**config.mk**
```make
export PLATFORM = sky130hd
export DESIGN_NAME = uart_tx_fifo
export DESIGN_NICKNAME = d
export VERILOG_FILES = /design/src/rtl/uart_pkg.sv /design/src/rtl/uart_tx_fifo_byte_fifo.sv /design/src/rtl/uart_tx_fifo.sv
export SDC_FILE = /design/constraint.sdc
export NUM_CORES = 1
export LEC_CHECK = 0
export BUFFER_PORTS_ARGS = -buffer_cell sky130_fd_sc_hd__clkbuf_2
export CORE_MARGIN = 4
export CORE_UTILIZATION = 50
export DETAILED_ROUTE_END_ITERATION = 7
export GPL_TIMING_DRIVEN = 0
export PLACE_DENSITY_LB_ADDON = 0.05
export SLEW_MARGIN = 20
export SYNTH_ARGS = -nofsm -noshare
export SYNTH_HDL_FRONTEND = slang
export SYNTH_SLANG_ARGS = --single-unit
export TNS_END_PERCENT = 1
```
**constraint.sdc**
```tcl
create_clock -name clk -period 3.6 [get_ports clk]
set_input_delay 0.36 -clock clk [delete_from_list [all_inputs] [get_ports clk]]
set_output_delay 0.36 -clock clk [all_outputs]
set_load 0.005 [all_outputs]
```
**src/rtl/uart_pkg.sv**
```systemverilog
// uart_pkg: shared types and constants for the buffered UART transmitter.
//   tx_state_t  - transmitter FSM states
//   DATA_BITS   - data bits per frame (8N1 framing)
//   MAB_BITS    - mark-after-break length in bit periods
//   bit_period  - clocks per bit for a given BAUDSEL
package uart_pkg;

   localparam int DATA_BITS = 8;
   localparam int MAB_BITS  = 2;

   typedef enum logic [2:0] {
      IDLE,
      START,
      DATA,
      STOP,
      BREAK,
      MAB
   } tx_state_t;

   // The bootloader's receiver uses odd bit periods so it can sample the exact centre.
   function automatic int bit_period(input int baudsel);
      return 2 * baudsel + 1;
   endfunction

endpackage

```
**src/rtl/uart_tx_fifo_byte_fifo.sv**
```systemverilog
// byte_fifo: synchronous byte FIFO with show-ahead read data.
// Ports:
//   clk, reset  - clock and synchronous active-high reset (flushes the FIFO)
//   wr_en       - write wr_data; accepted when not full, or when full and popping
//   wr_data     - byte to store
//   rd_en       - pop the head entry (ignored when empty)
//   rd_data     - head entry, valid whenever empty is low
//   full, empty - occupancy flags
//   level       - number of stored entries (0..DEPTH)
module byte_fifo #(
   parameter int DEPTH = 16
) (
   input  logic                     clk,
   input  logic                     reset,
   input  logic                     wr_en,
   input  logic [7:0]               wr_data,
   input  logic                     rd_en,
   output logic [7:0]               rd_data,
   output logic                     full,
   output logic                     empty,
   output logic [$clog2(DEPTH):0]   level
);

   localparam int AW = $clog2(DEPTH);
   localparam logic [AW:0] FULL_LEVEL = (AW + 1)'(DEPTH);

   logic [7:0]  r_mem [DEPTH];
   logic [AW:0] r_wr_ptr;
   logic [AW:0] r_rd_ptr;
   logic        w_wr;
   logic        w_rd;

   // Pointers carry one extra bit so full and empty differ without a separate flag.
   assign level   = r_wr_ptr - r_rd_ptr;
   assign full    = (level == FULL_LEVEL);
   assign empty   = (r_wr_ptr == r_rd_ptr);
   assign rd_data = r_mem[r_rd_ptr[AW-1:0]];

   assign w_rd = rd_en && !empty;
   assign w_wr = wr_en && (!full || w_rd);

   // NOTE: clocked state uses non-blocking (<=) so every register samples pre-edge values.
   always_ff @(posedge clk) begin
      if (reset) begin
         r_wr_ptr <= '0;
         r_rd_ptr <= '0;
      end else begin
         if (w_wr) r_wr_ptr <= r_wr_ptr + 1'b1;
         if (w_rd) r_rd_ptr <= r_rd_ptr + 1'b1;
      end
   end

   // NOTE: storage has no reset; the pointers alone define which entries are valid.
   always_ff @(posedge clk) begin
      if (w_wr) r_mem[r_wr_ptr[AW-1:0]] <= wr_data;
   end

endmodule

```
**src/rtl/uart_tx_fifo.sv**
```systemverilog
// uart_tx_fifo: buffered 8N1 UART transmitter (LSB first) with break generation.
// Bit period is 2*BAUDSEL+1 clocks; queued bytes are sent back-to-back.
// Ports:
//   clk, reset     - clock and synchronous active-high reset
//   tx_valid       - byte offered on tx_data; taken when tx_valid && tx_ready
//   tx_data        - byte to send
//   tx_ready       - FIFO can accept a byte (low while reset is high)
//   break_req      - one-cycle break request pulse
//   break_pending  - break latched or in progress
//   fifo_level     - bytes queued, excluding the byte being shifted
//   busy           - FSM active or FIFO non-empty
//   tx             - registered serial line, idle high
// Build option: define UART_TX_BREAK_EN to include break generation (BREAK and
// MAB states). Without it break_req is ignored and break_pending reads 0.
module uart_tx_fifo
   import uart_pkg::*;
#(
   parameter int BAUDSEL    = 10,
   parameter int FIFO_DEPTH = 16,
   parameter int BREAK_BITS = 12
) (
   input  logic                          clk,
   input  logic                          reset,
   input  logic                          tx_valid,
   input  logic [7:0]                    tx_data,
   output logic                          tx_ready,
   input  logic                          break_req,
   output logic                          break_pending,
   output logic [$clog2(FIFO_DEPTH):0]   fifo_level,
   output logic                          busy,
   output logic                          tx
);

   localparam int CNT_W   = $clog2(bit_period(BAUDSEL) + 1);
   localparam int IDX_MAX = (BREAK_BITS > DATA_BITS) ? BREAK_BITS : DATA_BITS;
   localparam int IDX_W   = $clog2(IDX_MAX + 1);

   localparam logic [CNT_W-1:0] CNT_LAST  = CNT_W'(bit_period(BAUDSEL) - 1);
   localparam logic [IDX_W-1:0] DATA_LAST = IDX_W'(DATA_BITS - 1);
`ifdef UART_TX_BREAK_EN
   localparam logic [IDX_W-1:0] BREAK_LAST = IDX_W'(BREAK_BITS - 1);
   localparam logic [IDX_W-1:0] MAB_LAST   = IDX_W'(MAB_BITS - 1);
`endif

   tx_state_t              r_state;
   logic [CNT_W-1:0]       r_bit_cnt;
   logic [IDX_W-1:0]       r_bit_idx;
   logic [DATA_BITS-1:0]   r_shift;
   logic                   r_tx;
   logic                   r_ready;
   logic                   r_break_pending;

   logic                   w_bit_end;
   logic                   w_frame_edge;
   logic                   w_take_break;
   logic                   w_pop;
   logic                   w_full;
   logic                   w_empty;
   logic [7:0]             w_rd_data;
   logic                   w_tx_next;

   byte_fifo #(.DEPTH(FIFO_DEPTH)) u_fifo (
      .clk     (clk),
      .reset   (reset),
      .wr_en   (tx_valid && tx_ready),
      .wr_data (tx_data),
      .rd_en   (w_pop),
      .rd_data (w_rd_data),
      .full    (w_full),
      .empty   (w_empty),
      .level   (fifo_level)
   );

   assign w_bit_end = (r_bit_cnt == CNT_LAST);

   // A frame boundary is IDLE or the last clock of STOP; both make the same decision
   // so consecutive frames run with no idle gap.
   assign w_frame_edge = (r_state == IDLE) || ((r_state == STOP) && w_bit_end);

`ifdef UART_TX_BREAK_EN
   assign w_take_break = w_frame_edge && r_break_pending;
`else
   logic w_unused_break_req;
   assign w_unused_break_req = break_req;
   assign w_take_break       = 1'b0;
`endif

   // A latched break outranks queued bytes; those bytes stay in the FIFO.
   assign w_pop = w_frame_edge && !w_take_break && !w_empty;

   assign tx_ready      = r_ready && !w_full;
   assign busy          = (r_state != IDLE) || !w_empty;
   assign tx            = r_tx;
   assign break_pending = r_break_pending;

   // tx_ready stays low for the whole reset and rises on the first edge after it.
   always_ff @(posedge clk) begin
      if (reset) r_ready <= 1'b0;
      else       r_ready <= 1'b1;
   end

   always_ff @(posedge clk) begin
      if (reset) begin
         r_state   <= IDLE;
         r_bit_cnt <= '0;
         r_bit_idx <= '0;
         r_shift   <= '0;
      end else begin
         // The bit counter free-runs in every active state and wraps at each bit end.
         r_bit_cnt <= ((r_state == IDLE) || w_bit_end) ? '0 : r_bit_cnt + 1'b1;
         case (r_state)
            IDLE: begin
               if (w_take_break) begin
                  r_state   <= BREAK;
                  r_bit_idx <= '0;
               end else if (w_pop) begin
                  r_shift <= w_rd_data;
                  r_state <= START;
               end
            end
            START: begin
               if (w_bit_end) begin
                  r_state   <= DATA;
                  r_bit_idx <= '0;
               end
            end
            DATA: begin
               if (w_bit_end) begin
                  r_shift <= r_shift >> 1;
                  if (r_bit_idx == DATA_LAST) r_state <= STOP;
                  else                        r_bit_idx <= r_bit_idx + 1'b1;
               end
            end
            STOP: begin
               if (w_bit_end) begin
                  if (w_take_break) begin
                     r_state   <= BREAK;
                     r_bit_idx <= '0;
                  end else if (w_pop) begin
                     r_shift <= w_rd_data;
                     r_state <= START;
                  end else begin
                     r_state <= IDLE;
                  end
               end
            end
`ifdef UART_TX_BREAK_EN
            BREAK: begin
               if (w_bit_end) begin
                  if (r_bit_idx == BREAK_LAST) begin
                     r_state   <= MAB;
                     r_bit_idx <= '0;
                  end else begin
                     r_bit_idx <= r_bit_idx + 1'b1;
                  end
               end
            end
            MAB: begin
               if (w_bit_end) begin
                  if (r_bit_idx == MAB_LAST) r_state <= IDLE;
                  else                       r_bit_idx <= r_bit_idx + 1'b1;
               end
            end
`endif
            default: r_state <= IDLE;
         endcase
      end
   end

`ifdef UART_TX_BREAK_EN
   // Requests arriving while a break is already pending are dropped, never queued.
   always_ff @(posedge clk) begin
      if (reset) begin
         r_break_pending <= 1'b0;
      end else if (break_req && !r_break_pending) begin
         r_break_pending <= 1'b1;
      end else if ((r_state == MAB) && w_bit_end && (r_bit_idx == MAB_LAST)) begin
         r_break_pending <= 1'b0;
      end
   end
`else
   assign r_break_pending = 1'b0;
`endif

   // NOTE: always_comb assigns a default first so no path can infer a latch.
   always_comb begin
      w_tx_next = 1'b1;
      case (r_state)
         START:   w_tx_next = 1'b0;
         DATA:    w_tx_next = r_shift[0];
`ifdef UART_TX_BREAK_EN
         BREAK:   w_tx_next = 1'b0;
`endif
         default: w_tx_next = 1'b1;
      endcase
   end

   // The line is a flop fed by the state decode, so it never glitches and trails the
   // FSM by one clock: a byte written at edge k shows its start bit after edge k+2.
   always_ff @(posedge clk) begin
      if (reset) r_tx <= 1'b1;
      else       r_tx <= w_tx_next;
   end

endmodule

```
==> impl_summary.txt, run 1 <==
----------------------------------------------------
[GRT]
  Number of global-route vias before repair ... 3,646
  Global Route Usage Sum ... 18.6%
  Number of antenna violations at the first check in global routing ... 0
  First-pass GRT wire length ... roughly 21 mm
  Pin count of the biggest net entering global routing ... 17
  Total congestion overflow ... 0

[Power and ir drop]
  Switching power as a share of total power ... between 20% and 30%
  Cell leakage power ... around 2.6 nW
  Net switching power ... ~1.5 mW
  Sequential fraction of design power ... 41.4%
  Clock power share ... 34.8%
  Total power per unit cell area ... about 680 nW/um^2
  Peak VDD IR ... ~0.00037 V
  Internal power consumption ... roughly 3.7 mW
  Power share of the combinational group ... 23.9%

[Timing]
  Slew Limit Headroom ... approximately two fifths
  Worst Max-Slew Pin Slew ... 0.922 ns
  Setup clock skew after layout ... 0.00829 ns
  RSZ-0062 raised after global routing ... false
  Peak Freq ... 296 MHz
  Accumulated negative setup slack ... 0 ns
  Post-route clock period utilization ... 93.7%
  Final setup fails ... 0
  Min Tclk post-route ... ~3.4 ns
  Final number of max-transition violations ... 0
  Hold Vio Cnt, Final ... 0
  Setup WS post-layout ... between 0.2 and 0.25 ns

[Final layout]
  Net count reported at finish ... 496
  Count of filler cells inserted in the layout ... just over 1,000
  Diode count ... 0
  Register area ... between 4000 and 5000 um^2
  Fraction of final layout cells sized beyond drive strength 1 ... between 20 and 25%
  Final Instance Area ... between 7000 and 8000 um^2
  Synthesis-to-finish area growth ... 13.7%
  Total area of multi-input combinational cells ... between 2000 and 2500 um^2

[Die]
  Starting density of the core ... 51.3%
  Die boundary width ... around 120 um
  Core Area ... roughly 13,000 um^2
  Top Ports ... 21
  Standard-cell rows ... 42
  Floorplan die height ... 125 um
  Total die area ... about 16,000 um^2

[Setup path]
  Type of element launching the critical path ... register
  Signal arrival time at the worst endpoint ... 3.01 ns
  CP max FO ... 10
  Required time of the worst setup path ... around 3.2 ns
  Critical path's largest stage delay ... approximately 0.55 ns
  Crit. End Element ... primary output
  Worst-path cell with the longest stage delay ... a2111oi_4
  Class of the most critical setup path ... reg2out
  Cell-by-cell trace of the critical path ... inv_1 > ha_1 > inv_1 > fa_1 > xor2_1 > or3_1 > a2111oi_4 > buf_6 > nor2b_1 > clkbuf_2
  Number of buffers and inverters on the critical path ... 4
  Top cell family by delay on the critical path ... adder cells
  Most common cell on crit path ... inv_1

[CTS]
  CTS clk-pin slew, worst paths ... roughly 0.07 ns
  CTS sink cnt ... 163
  H-Tree Level Count ... 4
  Clock tree from TritonCTS ... done
  Num CTS Buffers ... 17
  Hold-fix buffers, CTS ... 0
  Buffer levels on the longest clock path ... 2
  CTS root buffer ... clkbuf_16
  Resize count post-CTS ... 0
  Buffer count from post-CTS setup fixing ... 0
  Insertion delay to the later sink of the worst-skew pair ... approximately 0.43 ns

[Synth]
  Synthesized net count ... ~460
  Most frequent cell after synthesis ... edfxtp_1
  Seq cells post-synth ... 163
  Average footprint of a synthesized cell ... 15.9 um^2
  Prevailing post-synth register cell ... edfxtp_1
  Warning count from the yosys run ... 0
  Fraction of registers with async set or reset after synthesis ... 0%
  Cell accounting for the most synthesized area ... edfxtp_1
  Most instantiated cells after synthesis ... 128 x edfxtp_1, 35 x dfxtp_1, 33 x mux4_2
  Top cells by area, synth ... edfxtp_1 56%, mux4_2 11%, dfxtp_1 10%
  Area share of the largest cell type after synthesis ... between 50% and 60%
  Synthesized cell area ... just under 7000 um^2
  Number of enable flip-flop cells after synthesis ... roughly 130
  Post-synthesis cell type count ... between 50 and 60
  Post-Syn Instances ... about 430
  Sequential area share after synthesis ... about two thirds

[Outcome]
  Outcome ... complete, no violations

[Route]
  DR pass1 iterations ... 5
  Detailed router's first-iteration violation count ... about 290
  Vias per std cell ... between 5 and 6
  Residual DRC count ... 0
  Per-cell routed wire length ... around 21 um
  Via count ... 3,781
  Post-route ant nets ... 0
  Final WL ... approximately 14 mm

[Placement]
  HPWL after detailed placement ... between 9 and 10 mm
  GP Congestion ... between 0.7 and 0.8
  Worst setup slack before clock tree synthesis ... 0.420 ns
  Placed inst area ... slightly above 7000 um^2
  Total of buffers placed on input and output ports ... 18

[Min path]
  Hold Crit Class ... in2reg

[Job]
  Total of max-cap violations ... 0

----------------------------------------------------
==> cell families after synthesis <==
kind of cell	count (synthesis)	share of synthesized area (%)
buf+inv	37	2.40
xor+xnor	11	1.41
simple gates	103	7.72
compound gates	48	5.32
fa+ha+maj	17	3.23
mux	48	13.2
other cells	1	0.0550
flops	163	66.6
==> area by class of cell <==
| type | count | share of cell area [%] |
|---|---|---|
| plain buffers | 20 | 1.29 |
| clock buffers | 18 | 5.53 |
| clock inverters | 14 | 2.21 |
| inverters | 17 | 0.823 |
| multi-input cells | 228 | 27.4 |
| flip-flops and latches | 163 | 58.6 |
| well taps | 176 | 2.84 |
| repair buffers | 20 | 1.36 |
==> path summary, 6_finish.rpt <==
| check | from | end | slack (ns) | depth (start not counted) |
|---|---|---|---|---|
| setup reg to reg | u_fifo.r_wr_ptr[0] | u_fifo.r_mem[9][1] | 0.42 | 10 |
| hold / removal | reset | r_shift[1] | 0.18 | 2 |
| hold reg to reg | r_bit_cnt[0] | r_bit_cnt[0] | 0.46 | 1 |
| setup / recovery | u_fifo.r_wr_ptr[0] | tx_ready | 0.23 | 10 |
==> cells in the final DEF, fill, tap and decap left out, types with 6 or more instances in the layout <==
master / instances
a21oi_1: 8
a311oi_1: 7
and3_1: 11
clkbuf_1: 9
clkbuf_16: 17
clkbuf_2: 18
dfxtp_1: 35
edfxtp_1: 128
ha_1: 16
inv_1: 17
mux2_2: 7
mux2i_1: 8
mux4_2: 33
nand2_1: 25
nor2_1: 30
o211ai_1: 7
o21ai_1: 6
xor2_1: 6
==> through the flow <==
step	instances	utilization, %	total power, mW	hold WS (ns)
after floorplan	428	-	3.14	0.429
after global placement	622	53.6	3.46	0.438
after detailed placement	624	53.8	3.49	0.455
after CTS	656	58.3	5.31	0.164
after global routing	656	58.3	5.53	0.190
final	656	58.3	5.27	0.180
==> layer usage <==
layer  routed length, um  track usage [%]
met1                6460             27.5
met5                   0                0
met4                 127             5.48
met2                6470             27.1
met3                 803             5.19
==> power by group through the flow <==
stage	registers, mW	logic, mW	clock network (mW)
global placement	2.22	1.24	0
finish	2.18	1.26	1.83
floorplan	2.21	0.934	0
CTS	2.18	1.27	1.86
global route	2.19	1.39	1.95
detailed placement	2.22	1.26	0
==> flip-flops by register name, summed over array words and instances, names as in the netlist, named ones only <==
name             flops
u_fifo.r_rd_ptr      5
r_state              2
r_shift              8
r_bit_idx            4
r_ready              1
u_fifo.r_wr_ptr      5
u_fifo.r_mem       128
tx                   1
r_bit_cnt            5
No activity file was read; power rests on OpenSTA's default activity.
==> inputs of run 2 (changes only) <==
--- a/config.mk
+++ b/config.mk
@@ -11,8 +11,10 @@
 export DETAILED_ROUTE_END_ITERATION = 7
 export GPL_TIMING_DRIVEN = 0
 export PLACE_DENSITY_LB_ADDON = 0.05
+export REMOVE_ABC_BUFFERS = 1
 export SLEW_MARGIN = 20
 export SYNTH_ARGS = -nofsm -noshare
 export SYNTH_HDL_FRONTEND = slang
+export SYNTH_HIERARCHICAL = 1
 export SYNTH_SLANG_ARGS = --single-unit
 export TNS_END_PERCENT = 1
==> impl_summary.txt, run 2 <==
----------------------------------------------------
[GRT]
  Met3 Track Usage GR ... 5.01% (-0.18 points)
  Pin count of the biggest net entering global routing ... 29 (+12)
  Global Route Usage Sum ... 16.7% (-1.9 points)
  Met2 layer usage reported by global route ... 27.1% (+0.081 points)
  Busiest metal layer after global routing ... met2
  First-pass GRT wire length ... 20.3 mm (-4.9%)
  Number of global-route vias before repair ... 3,771 (+3.4%)
  Met1 layer usage reported by global route ... 22.0% (-5.5 points)
  Total congestion overflow ... 0 (unchanged)
  Number of antenna violations at the first check in global routing ... 0 (unchanged)

[Synth]
  Cell accounting for the most synthesized area ... edfxtp_1
  Seq cells post-synth ... 163 (unchanged)
  Most frequent cell after synthesis ... edfxtp_1
  Prevailing post-synth register cell ... edfxtp_1
  Average footprint of a synthesized cell ... 16.1 um^2 (+0.99%)
  Area share of the largest cell type after synthesis ... 54.8% (-1.6 points)
  Top cells by area, synth ... edfxtp_1 55%, dfxtp_1 10%, mux4_1 9.0%
  Warning count from the yosys run ... 6 (+6)
  Sequential area share after synthesis ... 64.8% (-1.9 points)
  Number of enable flip-flop cells after synthesis ... 128 (unchanged)
  Most instantiated cells after synthesis ... 128 x edfxtp_1, 35 x dfxtp_1, 32 x nor2_1
  Post-synthesis cell type count ... 57 (+7.5%)
  Fraction of registers with async set or reset after synthesis ... 0% (unchanged)
  Synthesized cell area ... 7020 um^2 (+2.9%)
  Post-Syn Instances ... 436 (+1.9%)

[Final layout]
  Net count reported at finish ... 486 (-2.0%)
  Final Instance Area ... 8010 um^2 (+3.3%)
  Fraction of final layout cells sized beyond drive strength 1 ... 19.7% (-4.5 points)
  Largest register FFs ... 128 (unchanged)
  Commonest cells after routing, fill and taps aside ... 128 x edfxtp_1, 31 x dfxtp_1, 24 x mux4_1, 20 x nor2_1, 20 x nand2_1
  Non-filler instance count after layout ... 648 (-1.2%)
  Leading cell type in the layout, fill and taps excluded ... edfxtp_1
  Diode count ... 0 (unchanged)
  Synthesis-to-finish area growth ... 14.2%

[Setup path]
  Most common cell on crit path ... inv_1
  Worst flop-to-flop path endpoint ... u_fifo/r_mem[1][5]
  Worst-path cell with the longest stage delay ... o211ai_1
  Cell-by-cell trace of the critical path ... inv_1 > ha_1 > inv_1 > fa_1 > xor2_1 > nor3_1 > o2111ai_4 > o211ai_1 > nor3_4 > buf_12
  Worst setup path start ... u_fifo/r_wr_ptr[0]
  CP max FO ... 15 (+5)
  Signal arrival time at the worst endpoint ... 3.56 ns (+0.55 ns)
  Crit. path cell count ... 10 (unchanged)
  Class of the most critical setup path ... reg2reg
  Type of element launching the critical path ... register
  End point of the critical path ... u_fifo/r_mem[1][5]
  Setup slack of the worst register-to-register path ... 0.21 ns (-0.21 ns)
  Top cell family by delay on the critical path ... compound AO/OA/AOI/OAI gates
  Reg-to-reg startpoint ... u_fifo/r_wr_ptr[0]
  Required time of the worst setup path ... 3.77 ns (+0.53 ns)
  Critical path's largest stage delay ... 0.91 ns (+0.36 ns)
  Number of buffers and inverters on the critical path ... 3 (-1)
  Crit. End Element ... register
  Length in cells of the worst reg-to-reg path ... 10 (unchanged)

[CTS]
  H-Tree Level Count ... 4 (unchanged)
  CTS sink cnt ... 163 (unchanged)
  Insertion delay to the later sink of the worst-skew pair ... 0.41 ns (-0.02 ns)
  Hold-fix buffers, CTS ... 0 (unchanged)
  Clock tree from TritonCTS ... done
  CTS root buffer ... clkbuf_16
  CTS clk-pin slew, worst paths ... 0.06 ns (about the same)
  Num CTS Buffers ... 17 (unchanged)
  Buffer levels on the longest clock path ... 2 (unchanged)

[Timing]
  Peak Freq ... 295 MHz (-0.35%)
  Hold Vio Cnt, Final ... 0 (unchanged)
  Final number of max-transition violations ... 0 (unchanged)
  Worst Max-Slew Pin Slew ... 1.03 ns (+0.108 ns)
  Post-route clock period utilization ... 94.1% (+0.32 points)
  Slew Limit Headroom ... 31.0% (-7.5 points)
  Min Tclk post-route ... 3.39 ns (+0.0117 ns)
  RSZ-0062 raised after global routing ... false
  Final setup fails ... 0 (unchanged)
  Setup clock skew after layout ... 0.0105 ns (+0.00216 ns)

[Die]
  Total die area ... 16,000 um^2 (+2.7%)
  Standard-cell rows ... 43 (+2.4%)
  Starting density of the core ... 50.7% (-0.55 points)
  Floorplan die height ... 126 um (+1.3%)
  Top Ports ... 21 (unchanged)
  Core Area ... 13,800 um^2 (+4.0%)
  Die boundary width ... 126 um (+1.3%)

[Route]
  Final WL ... 12.6 mm (-9.1%)
  Post-route ant nets ... 0 (unchanged)
  DR pass1 iterations ... 4 (-1)
  Vias per std cell ... 5.69 (-1.2%)
  Via count ... 3,690 (-2.4%)
  Residual DRC count ... 0 (unchanged)
  Detailed router's first-iteration violation count ... 266 (-8.9%)
  Per-cell routed wire length ... 19.5 um (-8.0%)

[Power and ir drop]
  Final total power ... 4.45 mW (-16%)
  Total power per unit cell area ... 555 nW/um^2 (-18%)
  Cell leakage power ... 2.60 nW (+0.87%)
  Peak VDD IR ... 0.000360 V (-3.0%)

[Min path]
  WHS Path Cells ... 1 (-1)
  Hold Crit Class ... in2reg

[Outcome]
  Outcome ... complete, no violations

[Placement]
  Placed inst area ... 7250 um^2 (+1.3%)
  HPWL after detailed placement ... 8.43 mm (-8.1%)
  GP Congestion ... 0.767 (-3.6%)
  Placed instance count ... 613 (-1.8%)
  Total of buffers placed on input and output ports ... 18 (unchanged)

[Job]
  Total of max-cap violations ... 0 (unchanged)

----------------------------------------------------
[run 2: power by group]
group | internal [mW] | switching (mW)
combinational | 0.301 | 0.347
sequential | 2.10 | 0.0542
clock | 0.945 | 0.703
total | 3.34 | 1.10
[run 2: worst min-delay path by stage]
stage | from | endpoint | slack (ns)
2_1_floorplan | reset | r_shift[0] | 0.43
3_3_place_gp | r_bit_cnt[0] | r_bit_cnt[0] | 0.45
3_5_place_dp | r_bit_cnt[0] | r_bit_cnt[0] | 0.45
4_1_cts | tx_data[3] | u_fifo/r_mem[14][3] | 0.35
5_1_grt | tx_data[4] | u_fifo/r_mem[5][4] | 0.37
6_report | tx_data[5] | u_fifo/r_mem[10][5] | 0.36
[run 2: layout make-up]
cell class	instances	area, um^2
Clock inverter	12	110
Multi-Input combinational cell	231	2400
Sequential cell	163	4550
Inverter	19	71.3
Fill cell	1053	5820
Clock buffer	18	429
Timing Repair Buffer	25	218
Tap cell	180	225
[run 2: repair_timing]
| action | CTS | global route |
|---|---|---|
| pin swaps | 1 | 6 |
| endpoints found under the setup margin | 128 | 128 |
| buffers inserted | 1 | 4 |
| resized for setup | 22 | 13 |
[run 2: cells by family (layout without fill, tap and decap cells)]
family                   after synthesis  in the layout  synth area share (%)
flip-flops                           163            163                  64.8
AND/OR/NAND/NOR                       99             99                  6.72
AO/OA/AOI/OAI                         56             56                  5.67
multiplexers                          48             48                  15.3
buffers and inverters                 42             74                  3.14
adder cells (fa/ha/maj)               17             17                  3.14
XOR/XNOR                              10             10                  1.25
other                                  1              1                0.0534
[run 2: layer usage]
layer	vias up	part of all wire, %
li1	1764	-
met1	1843	45
met2	73	49
met3	10	4.9
met4	0	1.1
met5	-	0
[run 2: per-stage QoR]
stage / util [%] / setup slack [ns] / TNS, ns / hold WS, ns
6_report: 57.9 / 0.214 / 0 / 0.360
3_3_place_gp: 51.9 / -0.664 / -34.18 / 0.447
3_5_place_dp: 52.4 / -0.461 / -39.55 / 0.451
2_1_floorplan: - / 0.238 / 0 / 0.429
4_1_cts: 57.1 / 0.0682 / 0 / 0.353
5_1_grt: 57.9 / 0.0192 / 0 / 0.374
==> inputs of run 3 (changes only) <==
--- a/config.mk
+++ b/config.mk
@@ -11,7 +11,6 @@
 export DETAILED_ROUTE_END_ITERATION = 7
 export GPL_TIMING_DRIVEN = 0
 export PLACE_DENSITY_LB_ADDON = 0.05
-export REMOVE_ABC_BUFFERS = 1
 export SLEW_MARGIN = 20
 export SYNTH_ARGS = -nofsm -noshare
 export SYNTH_HDL_FRONTEND = slang
==> impl_summary.txt, run 3 (synthesis gave the netlist of run 2 again) <==
----------------------------------------------------
[CTS]
  CTS clk-pin slew, worst paths ... 0.06 ns (about the same)
  CTS sink cnt ... 163 (unchanged)
  Insertion delay to the later sink of the worst-skew pair ... 0.42 ns (about the same)
  H-Tree Level Count ... 4 (unchanged)
  Clock tree from TritonCTS ... done
  Buffer levels on the longest clock path ... 2 (unchanged)
  Num CTS Buffers ... 17 (unchanged)
  CTS root buffer ... clkbuf_16

[Setup path]
  Worst-path cell with the longest stage delay ... fa_1
  Signal arrival time at the worst endpoint ... 3.53 ns (-0.03 ns)
  CP max FO ... 10 (-5)
  Required time of the worst setup path ... 3.73 ns (-0.04 ns)
  Critical path's largest stage delay ... 0.41 ns (-0.50 ns)
  Type of element launching the critical path ... register
  Worst setup path start ... u_fifo/r_wr_ptr[0]
  End point of the critical path ... u_fifo/r_mem[3][6]
  Class of the most critical setup path ... reg2reg
  Setup slack of the worst register-to-register path ... 0.20 ns (about the same)
  Length in cells of the worst reg-to-reg path ... 16 (+6)
  Most common cell on crit path ... inv_1
  Reg-to-reg startpoint ... u_fifo/r_wr_ptr[0]
  Worst flop-to-flop path endpoint ... u_fifo/r_mem[3][6]
  Crit. End Element ... register
  Cell-by-cell trace of the critical path ... inv_2 > ha_1 > inv_1 > fa_1 > xor2_1 > nor3_2 > o2111ai_4 > buf_8 > inv_1 > nor2b_1 > and2_1 > clkbuf_2 > nand2_1 > o21bai_4 > nor3_4 > buf_4

[Die]
  Floorplan die height ... 126 um (unchanged)
  Core Area ... 13,800 um^2 (unchanged)
  Total die area ... 16,000 um^2 (unchanged)
  Starting density of the core ... 50.7% (unchanged)
  Die boundary width ... 126 um (unchanged)
  Top Ports ... 21 (unchanged)
  Standard-cell rows ... 43 (unchanged)

[GRT]
  Pin count of the biggest net entering global routing ... 17 (-41%)
  Total congestion overflow ... 0 (unchanged)
  Global Route Usage Sum ... 19.3% (+2.6 points)
  Number of global-route vias before repair ... 3,939 (+4.5%)
  First-pass GRT wire length ... 23.0 mm (+14%)
  Number of antenna violations at the first check in global routing ... 0 (unchanged)

[Power and ir drop]
  Final total power ... 4.66 mW (+4.7%)
  Cell leakage power ... 2.73 nW (+4.9%)
  Peak VDD IR ... 0.000545 V (+51%)
  Total power per unit cell area ... 566 nW/um^2 (+1.9%)

[Route]
  Detailed router's first-iteration violation count ... 339 (+27%)
  Via count ... 3,924 (+6.3%)
  DR pass1 iterations ... 5 (+1)
  Residual DRC count ... 0 (unchanged)
  Post-route ant nets ... 0 (unchanged)
  Per-cell routed wire length ... 21.7 um (+11%)
  Vias per std cell ... 5.79 (+1.6%)
  Final WL ... 14.7 mm (+17%)

[Timing]
  Peak Freq ... 294 MHz (-0.42%)
  RSZ-0062 raised after global routing ... true
  Final setup fails ... 0 (unchanged)
  Final number of max-transition violations ... 0 (unchanged)
  Slew Limit Headroom ... 46.9% (+16 points)
  Worst Max-Slew Pin Slew ... 0.797 ns (-0.234 ns)
  Hold Vio Cnt, Final ... 0 (unchanged)
  Post-route clock period utilization ... 94.4% (+0.39 points)
  Setup clock skew after layout ... 0.0133 ns (+0.00289 ns)
  Min Tclk post-route ... 3.40 ns (+0.0142 ns)

[Placement]
  HPWL after detailed placement ... 9.75 mm (+16%)
  GP Congestion ... 0.770 (+0.48%)
  Total of buffers placed on input and output ports ... 18 (unchanged)
  Placed inst area ... 7350 um^2 (+1.5%)

[Final layout]
  Commonest cells after routing, fill and taps aside ... 128 x edfxtp_1, 35 x dfxtp_1, 24 x mux4_1, 20 x nor2_1, 20 x nand2_1
  Synthesis-to-finish area growth ... 17.3%
  Count of filler cells inserted in the layout ... 1,026 (-2.6%)
  Final Instance Area ... 8230 um^2 (+2.7%)
  Leading cell type in the layout, fill and taps excluded ... edfxtp_1
  Net count reported at finish ... 514 (+5.8%)
  Largest register FFs ... 128 (unchanged)
  Fraction of final layout cells sized beyond drive strength 1 ... 21.7% (+2.0 points)
  Diode count ... 0 (unchanged)

[Outcome]
  Outcome ... complete, no violations

[Synth]
  Synthesized net count ... 465

[Min path]
  Hold Crit Class ... in2reg

[Job]
  Total of max-cap violations ... 0 (unchanged)

----------------------------------------------------
-- run 3: final cells by class --
| type | count | area, um^2 | area share (%) |
|---|---|---|---|
| buffer | 23 | 161 | 1.96 |
| inverter | 19 | 71.3 | 0.867 |
| clock inverter | 14 | 153 | 1.85 |
| tap | 180 | 225 | 2.74 |
| sequential | 163 | 4540 | 55.2 |
| multi-input combinational | 231 | 2410 | 29.3 |
| timing repair buffer | 30 | 230 | 2.80 |
| clock buffer | 18 | 429 | 5.22 |
-- run 3: metal layers --
| layer | GRT usage (%) | vias up | share of wire (%) |
|---|---|---|---|
| met4 | 5.55 | 0 | 1.6 |
| met3 | 4.84 | 16 | 4.6 |
| met5 | 0 | - | 0 |
| li1 | - | 1817 | - |
| met2 | 29.5 | 89 | 48 |
| met1 | 27.7 | 2002 | 46 |
-- run 3: worst min path at each step --
stage                  from           end  slack (ns)  cells after the start
2_1_floorplan  r_bit_cnt[0]  r_bit_cnt[0]        0.43                      1
6_report              reset       r_ready        0.34                      2
5_1_grt               reset       r_ready        0.36                      2
3_5_place_dp   r_bit_cnt[0]  r_bit_cnt[0]        0.45                      1
3_3_place_gp   r_bit_cnt[0]  r_bit_cnt[0]        0.44                      1
4_1_cts               reset       r_ready        0.33                      2
-- run 3: where the power goes --
part / internal, mW / switching [mW] / total (mW)
Clock: 1.03 / 0.741 / 1.77
Combinational: 0.343 / 0.404 / 0.747
Sequential: 2.10 / 0.0401 / 2.14
Total: 3.47 / 1.19 / 4.66
-- run 3: what timing repair did --
action                                  CTS  global route
endpoints found under the setup margin  128            68
hold buffers                              0             0
setup buffers                             9             3
pin swaps                                 6             5
gates resized for setup                  34             4
-- run 3: through the flow --
| stage | TNS (ns) | utilization, % | hold WS, ns | setup WS [ns] | instances |
|---|---|---|---|---|---|
| 2_1_floorplan | 0 | - | 0.430 | 0.0942 | 436 |
| 4_1_cts | 0 | 59.0 | 0.328 | 0.0265 | 675 |
| 5_1_grt | -0.0797 | 59.5 | 0.363 | -0.0172 | 678 |
| 3_5_place_dp | -68.90 | 53.2 | 0.452 | -0.676 | 634 |
| 6_report | 0 | 59.5 | 0.336 | 0.200 | 678 |
| 3_3_place_gp | -68.50 | 53.1 | 0.442 | -0.872 | 634 |
-- run 3: critical path: cells and delay by family (launching register included) --
| family | cells | cell delay [ns] |
|---|---|---|
| xor+xnor | 1 | 0.22 |
| flops | 1 | 0.37 |
| simple gates | 5 | 0.71 |
| buf+inv | 6 | 0.78 |
| compound gates | 2 | 0.45 |
| fa+ha+maj | 2 | 0.58 |
